==> config.mk <==
export PLATFORM = sky130hd
export DESIGN_NAME = sram1p_port_ctrl_flat
export DESIGN_NICKNAME = d
export VERILOG_FILES = /design/src/rtl/sram1p_port_ctrl_pkg.sv /design/src/rtl/sram1p_port_ctrl_if.sv /design/src/rtl/sram1p_rsp_fifo.sv /design/src/rtl/sram1p_port_ctrl.sv /design/src/flat_wrapper.sv
export SDC_FILE = /design/constraint.sdc
export NUM_CORES = 1
export LEC_CHECK = 0
export CORE_ASPECT_RATIO = 1.25
export CORE_MARGIN = 8
export CORE_UTILIZATION = 37
export CTS_CLUSTER_SIZE = 12
export DETAILED_ROUTE_END_ITERATION = 8
export GPL_TIMING_DRIVEN = 0
export HOLD_SLACK_MARGIN = 0.1
export PLACE_DENSITY = 0.75
export SLEW_MARGIN = 20
export SYNTH_ARGS = -nofsm -noshare
export SYNTH_HDL_FRONTEND = slang
export SYNTH_SLANG_ARGS = --single-unit
==> constraint.sdc <==
create_clock -name clk -period 3.68 [get_ports clk]
set_clock_uncertainty 0.2 [all_clocks]
set_input_delay 0.736 -clock clk [delete_from_list [all_inputs] [get_ports clk]]
set_output_delay 0.736 -clock clk [all_outputs]
set_load 0.01 [all_outputs]
==> src/rtl/sram1p_port_ctrl_pkg.sv <==
// Shared constants, grant encoding and arbitration helper for the sram1p port controller.
package sram1p_port_ctrl_pkg;

    localparam int unsigned WORD_SIZE_DEF = 8;
    localparam int unsigned ADDR_SIZE_DEF = 4;
    localparam int unsigned RSP_DEPTH     = 2;
    localparam int unsigned CREDIT_LIMIT  = RSP_DEPTH;
    localparam int unsigned OCC_W         = $clog2(RSP_DEPTH + 1);
    localparam int unsigned PTR_W         = $clog2(RSP_DEPTH);
    localparam int unsigned CRED_W        = OCC_W + 1;

    typedef enum logic [1:0] {
        GNT_NONE = 2'd0,
        GNT_WR   = 2'd1,
        GNT_RD   = 2'd2
    } grant_e;

    // Fair single-grant choice; ties go to whichever side did not win last time.
    function automatic grant_e arbitrate(input logic wr_pend, input logic rd_pend,
                                         input logic last_grant_wr);
        grant_e g;
        g = GNT_NONE;
        if (wr_pend && rd_pend) g = last_grant_wr ? GNT_RD : GNT_WR;
        else if (wr_pend)       g = GNT_WR;
        else if (rd_pend)       g = GNT_RD;
        return g;
    endfunction

endpackage

==> src/rtl/sram1p_port_ctrl_if.sv <==
// Requester-side write/read/response handshake bundle for the sram1p port controller.
interface sram1p_port_ctrl_if #(
    parameter int unsigned WORD_SIZE = 8,
    parameter int unsigned ADDR_SIZE = 4
);
    logic                 wr_valid;
    logic                 wr_ready;
    logic [ADDR_SIZE-1:0] wr_addr;
    logic [WORD_SIZE-1:0] wr_data;
    logic                 rd_valid;
    logic                 rd_ready;
    logic [ADDR_SIZE-1:0] rd_addr;
    logic                 rsp_valid;
    logic                 rsp_ready;
    logic [WORD_SIZE-1:0] rsp_data;

    modport master (
        output wr_valid, wr_addr, wr_data, rd_valid, rd_addr, rsp_ready,
        input  wr_ready, rd_ready, rsp_valid, rsp_data
    );

    modport slave (
        input  wr_valid, wr_addr, wr_data, rd_valid, rd_addr, rsp_ready,
        output wr_ready, rd_ready, rsp_valid, rsp_data
    );
endinterface

==> src/rtl/sram1p_rsp_fifo.sv <==
// Two-entry ordered response buffer that captures SRAM read data for the consumer.
module sram1p_rsp_fifo
    import sram1p_port_ctrl_pkg::*;
#(
    parameter int unsigned WORD_SIZE = WORD_SIZE_DEF
) (
    input  logic                 clk,
    input  logic                 rst_n,
    input  logic                 push,
    input  logic [WORD_SIZE-1:0] push_data,
    input  logic                 pop,
    output logic [WORD_SIZE-1:0] pop_data,
    output logic [OCC_W-1:0]     occ
);

    logic [WORD_SIZE-1:0] mem [RSP_DEPTH];
    logic [PTR_W-1:0]     wr_ptr;
    logic [PTR_W-1:0]     rd_ptr;
    logic                 pop_ok;

    assign pop_ok   = pop && (occ != '0);
    assign pop_data = mem[rd_ptr];

    always_ff @(posedge clk or negedge rst_n) begin
        if (!rst_n) begin
            for (int i = 0; i < int'(RSP_DEPTH); i++) mem[i] <= '0;
            wr_ptr <= '0;
            rd_ptr <= '0;
            occ    <= '0;
        end else begin
            // The credit check upstream must make a push into a full buffer impossible.
            if (push) assert (occ != OCC_W'(RSP_DEPTH))
                else $error("sram1p_rsp_fifo: push into full response buffer");
            if (push) begin
                mem[wr_ptr] <= push_data;
                wr_ptr      <= wr_ptr + PTR_W'(1);
            end
            if (pop_ok) rd_ptr <= rd_ptr + PTR_W'(1);
            case ({push, pop_ok})
                2'b10:   occ <= occ + OCC_W'(1);
                2'b01:   occ <= occ - OCC_W'(1);
                default: occ <= occ;
            endcase
        end
    end

endmodule

==> src/rtl/sram1p_port_ctrl.sv <==
// Arbitrates write and read request streams onto one sram1p port and returns read data in order.
module sram1p_port_ctrl
    import sram1p_port_ctrl_pkg::*;
#(
    parameter int unsigned WORD_SIZE = WORD_SIZE_DEF,
    parameter int unsigned ADDR_SIZE = ADDR_SIZE_DEF
) (
    input  logic                 clk,
    input  logic                 rst_n,
    sram1p_port_ctrl_if.slave    bus,
    output logic                 mem_write_enable,
    output logic                 mem_read_enable,
    output logic [ADDR_SIZE-1:0] mem_address,
    output logic [WORD_SIZE-1:0] mem_write_data,
    input  logic [WORD_SIZE-1:0] mem_read_data
);

    logic              run;
    logic              inflight;
    logic              last_grant_wr;
    logic [OCC_W-1:0]  occ;
    logic              pop;
    logic [CRED_W-1:0] committed;
    logic              wr_pend;
    logic              rd_pend;
    grant_e            grant;
    logic              grant_wr;
    logic              grant_rd;

    // Slots already claimed in the response buffer, net of a pop happening this cycle.
    assign pop       = bus.rsp_valid && bus.rsp_ready;
    assign committed = CRED_W'(occ) + CRED_W'(inflight) - CRED_W'(pop);

    always_comb begin
        wr_pend  = run && bus.wr_valid;
        rd_pend  = run && bus.rd_valid && (committed < CRED_W'(CREDIT_LIMIT));
        grant    = arbitrate(wr_pend, rd_pend, last_grant_wr);
        grant_wr = (grant == GNT_WR);
        grant_rd = (grant == GNT_RD);
    end

    assign bus.wr_ready     = grant_wr;
    assign bus.rd_ready     = grant_rd;
    assign mem_write_enable = grant_wr;
    assign mem_read_enable  = grant_rd;
    assign mem_address      = grant_rd ? bus.rd_addr : bus.wr_addr;
    assign mem_write_data   = bus.wr_data;
    assign bus.rsp_valid    = (occ != '0);

    always_ff @(posedge clk or negedge rst_n) begin
        if (!rst_n) begin
            run           <= 1'b0;
            inflight      <= 1'b0;
            last_grant_wr <= 1'b0;
        end else begin
            run      <= 1'b1;
            inflight <= grant_rd;
            if (grant_wr || grant_rd) last_grant_wr <= grant_wr;
        end
    end

    sram1p_rsp_fifo #(.WORD_SIZE(WORD_SIZE)) u_rsp_fifo (
        .clk       (clk),
        .rst_n     (rst_n),
        .push      (inflight),
        .push_data (mem_read_data),
        .pop       (pop),
        .pop_data  (bus.rsp_data),
        .occ       (occ)
    );

endmodule

==> src/flat_wrapper.sv <==
// flat-port wrapper written by rule: the top's interface ports become plain ports
module sram1p_port_ctrl_flat import sram1p_port_ctrl_pkg::*;
#(
    parameter int unsigned WORD_SIZE = WORD_SIZE_DEF,
    parameter int unsigned ADDR_SIZE = ADDR_SIZE_DEF
)
  (clk, rst_n, mem_write_enable, mem_read_enable, mem_address, mem_write_data, mem_read_data, bus_wr_valid, bus_wr_addr, bus_wr_data, bus_rd_valid, bus_rd_addr, bus_rsp_ready, bus_wr_ready, bus_rd_ready, bus_rsp_valid, bus_rsp_data);
  sram1p_port_ctrl_if #(.WORD_SIZE(WORD_SIZE), .ADDR_SIZE(ADDR_SIZE)) bus_i ();
  input  logic clk;
  input  logic rst_n;
  output logic mem_write_enable;
  output logic mem_read_enable;
  output logic [ADDR_SIZE-1:0] mem_address;
  output logic [WORD_SIZE-1:0] mem_write_data;
  input  logic [WORD_SIZE-1:0] mem_read_data;
  input wire logic [$bits(bus_i.wr_valid)-1:0] bus_wr_valid;
  input wire logic [$bits(bus_i.wr_addr)-1:0] bus_wr_addr;
  input wire logic [$bits(bus_i.wr_data)-1:0] bus_wr_data;
  input wire logic [$bits(bus_i.rd_valid)-1:0] bus_rd_valid;
  input wire logic [$bits(bus_i.rd_addr)-1:0] bus_rd_addr;
  input wire logic [$bits(bus_i.rsp_ready)-1:0] bus_rsp_ready;
  output wire logic [$bits(bus_i.wr_ready)-1:0] bus_wr_ready;
  output wire logic [$bits(bus_i.rd_ready)-1:0] bus_rd_ready;
  output wire logic [$bits(bus_i.rsp_valid)-1:0] bus_rsp_valid;
  output wire logic [$bits(bus_i.rsp_data)-1:0] bus_rsp_data;
  assign bus_i.wr_valid = bus_wr_valid;
  assign bus_i.wr_addr = bus_wr_addr;
  assign bus_i.wr_data = bus_wr_data;
  assign bus_i.rd_valid = bus_rd_valid;
  assign bus_i.rd_addr = bus_rd_addr;
  assign bus_i.rsp_ready = bus_rsp_ready;
  assign bus_wr_ready = bus_i.wr_ready;
  assign bus_rd_ready = bus_i.rd_ready;
  assign bus_rsp_valid = bus_i.rsp_valid;
  assign bus_rsp_data = bus_i.rsp_data;
  sram1p_port_ctrl #(.WORD_SIZE(WORD_SIZE), .ADDR_SIZE(ADDR_SIZE)) u_core (.clk(clk), .rst_n(rst_n), .bus(bus_i), .mem_write_enable(mem_write_enable), .mem_read_enable(mem_read_enable), .mem_address(mem_address), .mem_write_data(mem_write_data), .mem_read_data(mem_read_data));
endmodule
==> flow_summary.ini <==
[outcome]
status = complete, but fails checks
failed_checks = setup timing

[floorplan]
die_w_um = 66.8
start_util = 0.381
core.rowCount = 23
die-area_um2 = 5320
coreArea_um2 = 3140
die_h_um = 79.5
ios = 54

[sta]
timing.hold.ws_ps = 236
rsz0062_at_grt = yes
layout_setup_ws_ps = -194
hold_viol = 0
slew_violations = 0
slew_headroom = 0.666
max_freq_ghz = 0.258
period_share = 1.05
post-route-min-period_ps = 3870
setup_viol = 5
worst_slew_pin_slew_ps = 501

[detailed_routing]
vias_per_cell = 4.83
drcViolationCount = 0
drt_iter0_drc = 6
wl_per_cell_um = 15.2
routed_wl_mm = 2.79
drt_first_pass_iters = 4
vias = 884
final_antenna_net_count = 0

[synthesis]
ys_types = 21
synthCells = 89
synth-seq-area-share = 0.482
syn_avg_cell_area_um2 = 13.4
yosysWarnings = 0
netlist_area_um2 = 1190
syn-num-nets = 123
ys_seq_elements = 23

[finish]
n_antenna_cell = 0
nNetsFinal = 181
final_cell_mix = clkdlybuf4s50_1 (35), mux2_2 (25), dfrtp_1 (21)
drive_above_1_share = 0.521
layout.cells.non_filler = 183
syn_to_final_growth_pct = 57.9
final_cell_area_um2 = 1890
mostFrequentLayoutCell = clkdlybuf4s50_1
fin_util = 0.602
fill_cells = 242

[job]
maxCapViolations = 0

[setup_path]
worstPathMaxFanout = 7
r2r_cells = 10
cp-end-kind = output port
crit_arrival_ps = 2940
crit_type = reg2out
cp.required_ps = 2740
cp-start-kind = flip-flop

[hold_path]
hold_class = in2async

[placement]
dp_cells = 171
placed_area_um2 = 1710
dpl.hpwl_mm = 2.09
port_buffers = 45
place_congestion = 0.674

[grt]
gr-total-overflow = 0
grtUsageTotal = 0.107
grt_pass1_wl_mm = 4.46
grt_pass1_vias = 989
grt_max_degree = 24
antenna_found_initial = 0

[pwr]
ir_worst_vdd_uv = 545
p_per_area_nw_per_um2 = 713
power_leakage_nw = 0.830
power_mw = 1.34

[cts]
clock-sinks = 23
cts_hold_buffers = 0
clk-insertion-delay-late_ps = 260
cts_root_buffer = clkbuf_8
tritoncts = done
clkSlewWorstSetupHoldPaths_ps = 70
cts-htree-levels = 1
cts.path.max_buffers = 2
cts_made_buffers = 3
[per-stage QoR]
step	TNS (ps)	setup slack [ps]
after global routing	-1380	-277
final	-800	-194
after detailed placement	-7280	-1040
after floorplan	-124	-30.9
after CTS	-916	-210
after global placement	-6710	-968
[worst max-delay path: stages (launching register included)]
cell and delay, ps:
dfrtp_2 400, or2_1 230, and2_4 160, ha_4 210
nand2b_4 130, fa_2 520, and3_4 190, and3_4 200
ha_4 200, mux2_4 320, buf_6 120
[what timing repair did]
action | CTS | global route
hold endpoints to repair | 0 | 0
gates resized for setup | 50 | 5
pin swaps | 7 | 5
endpoints found under the setup margin | 8 | 8
gates cloned | 0 | 0
buffers inserted | 6 | 2
[cell type report]
| class | instances | area, um^2 | area share |
|---|---|---|---|
| plain buffers | 11 | 83.8 | 0.0444 |
| inverters | 1 | 3.75 | 0.00199 |
| clock buffers | 4 | 45.0 | 0.0239 |
| repair buffers | 53 | 508 | 0.269 |
| well taps | 37 | 46.3 | 0.0245 |
| flip-flops and latches | 23 | 578 | 0.306 |
| multi-input cells | 54 | 622 | 0.330 |
[registers in the layout (all words and copies together), names as in the netlist]
register / cells
u_core.run: 1
u_core.u_rsp_fifo.rd_ptr: 1
u_core.last_grant_wr: 1
u_core.inflight: 1
u_core.u_rsp_fifo.occ: 2
u_core.u_rsp_fifo.wr_ptr: 1
u_core.u_rsp_fifo.mem: 16
[final timing paths]
kind                                     startpoint                       end  slack [ps]
max                        u_core.u_rsp_fifo.occ[0]            mem_address[2]        -190
min                                           rst_n  u_core.u_rsp_fifo.occ[0]         240
max reg2reg                u_core.u_rsp_fifo.occ[0]      u_core.last_grant_wr         720
min reg2reg                u_core.u_rsp_fifo.mem[5]  u_core.u_rsp_fifo.mem[5]         300
max in group asynchronous                     rst_n  u_core.u_rsp_fifo.occ[1]        2680
min in group clk           u_core.u_rsp_fifo.mem[5]  u_core.u_rsp_fifo.mem[5]         300
[cells by family after synthesis]
| logic type | share of synthesized area |
|---|---|
| mux | 0.273 |
| buf+inv | 0.0701 |
| other cells | 0.00314 |
| xor+xnor | 0.0440 |
| compound gates | 0.0105 |
| simple gates | 0.0586 |
| fa+ha+maj | 0.0586 |
| flops | 0.482 |
[per-layer routing]
layer | wire, um | track usage | share of wire | vias up
li1 | - | - | - | 406
met5 | 0 | 0 | 0 | -
met2 | 1370 | 0.179 | 0.49 | 43
met4 | 43 | 0.0450 | 0.015 | 0
met1 | 1020 | 0.110 | 0.36 | 430
met3 | 362 | 0.0506 | 0.13 | 5
[cells in the mapped netlist]
| library cell | n | area (um^2) |
|---|---|---|
| mux2_2 | 29 | 327 |
| dfrtp_1 | 23 | 576 |
| buf_4 | 10 | 75.1 |
| ha_1 | 4 | 50.1 |
| xnor2_1 | 3 | 26.3 |
| xor2_1 | 3 | 26.3 |
| and3_1 | 2 | 12.5 |
| nand2b_1 | 2 | 12.5 |
| a21o_1 | 1 | 7.51 |
| a21oi_1 | 1 | 5.00 |
| and2_4 | 1 | 8.76 |
| buf_2 | 1 | 5.00 |
| conb_1 | 1 | 3.75 |
| fa_1 | 1 | 20.0 |
| inv_2 | 1 | 3.75 |
| nand2_1 | 1 | 3.75 |
| nand2_2 | 1 | 6.26 |
| nand3_1 | 1 | 5.00 |
| nor2_1 | 1 | 3.75 |
| nor2_4 | 1 | 11.3 |
| or2_1 | 1 | 6.26 |
[report_power, final]
group / switching, mW / internal [mW] / total, mW / leakage (nW)
Clock: 0.0746 / 0.0772 / 0.152 / 0.0228
Sequential: 0.0610 / 0.374 / 0.435 / 0.278
Combinational: 0.276 / 0.482 / 0.758 / 0.530
Note: power is estimated with default switching activity, not from simulation.
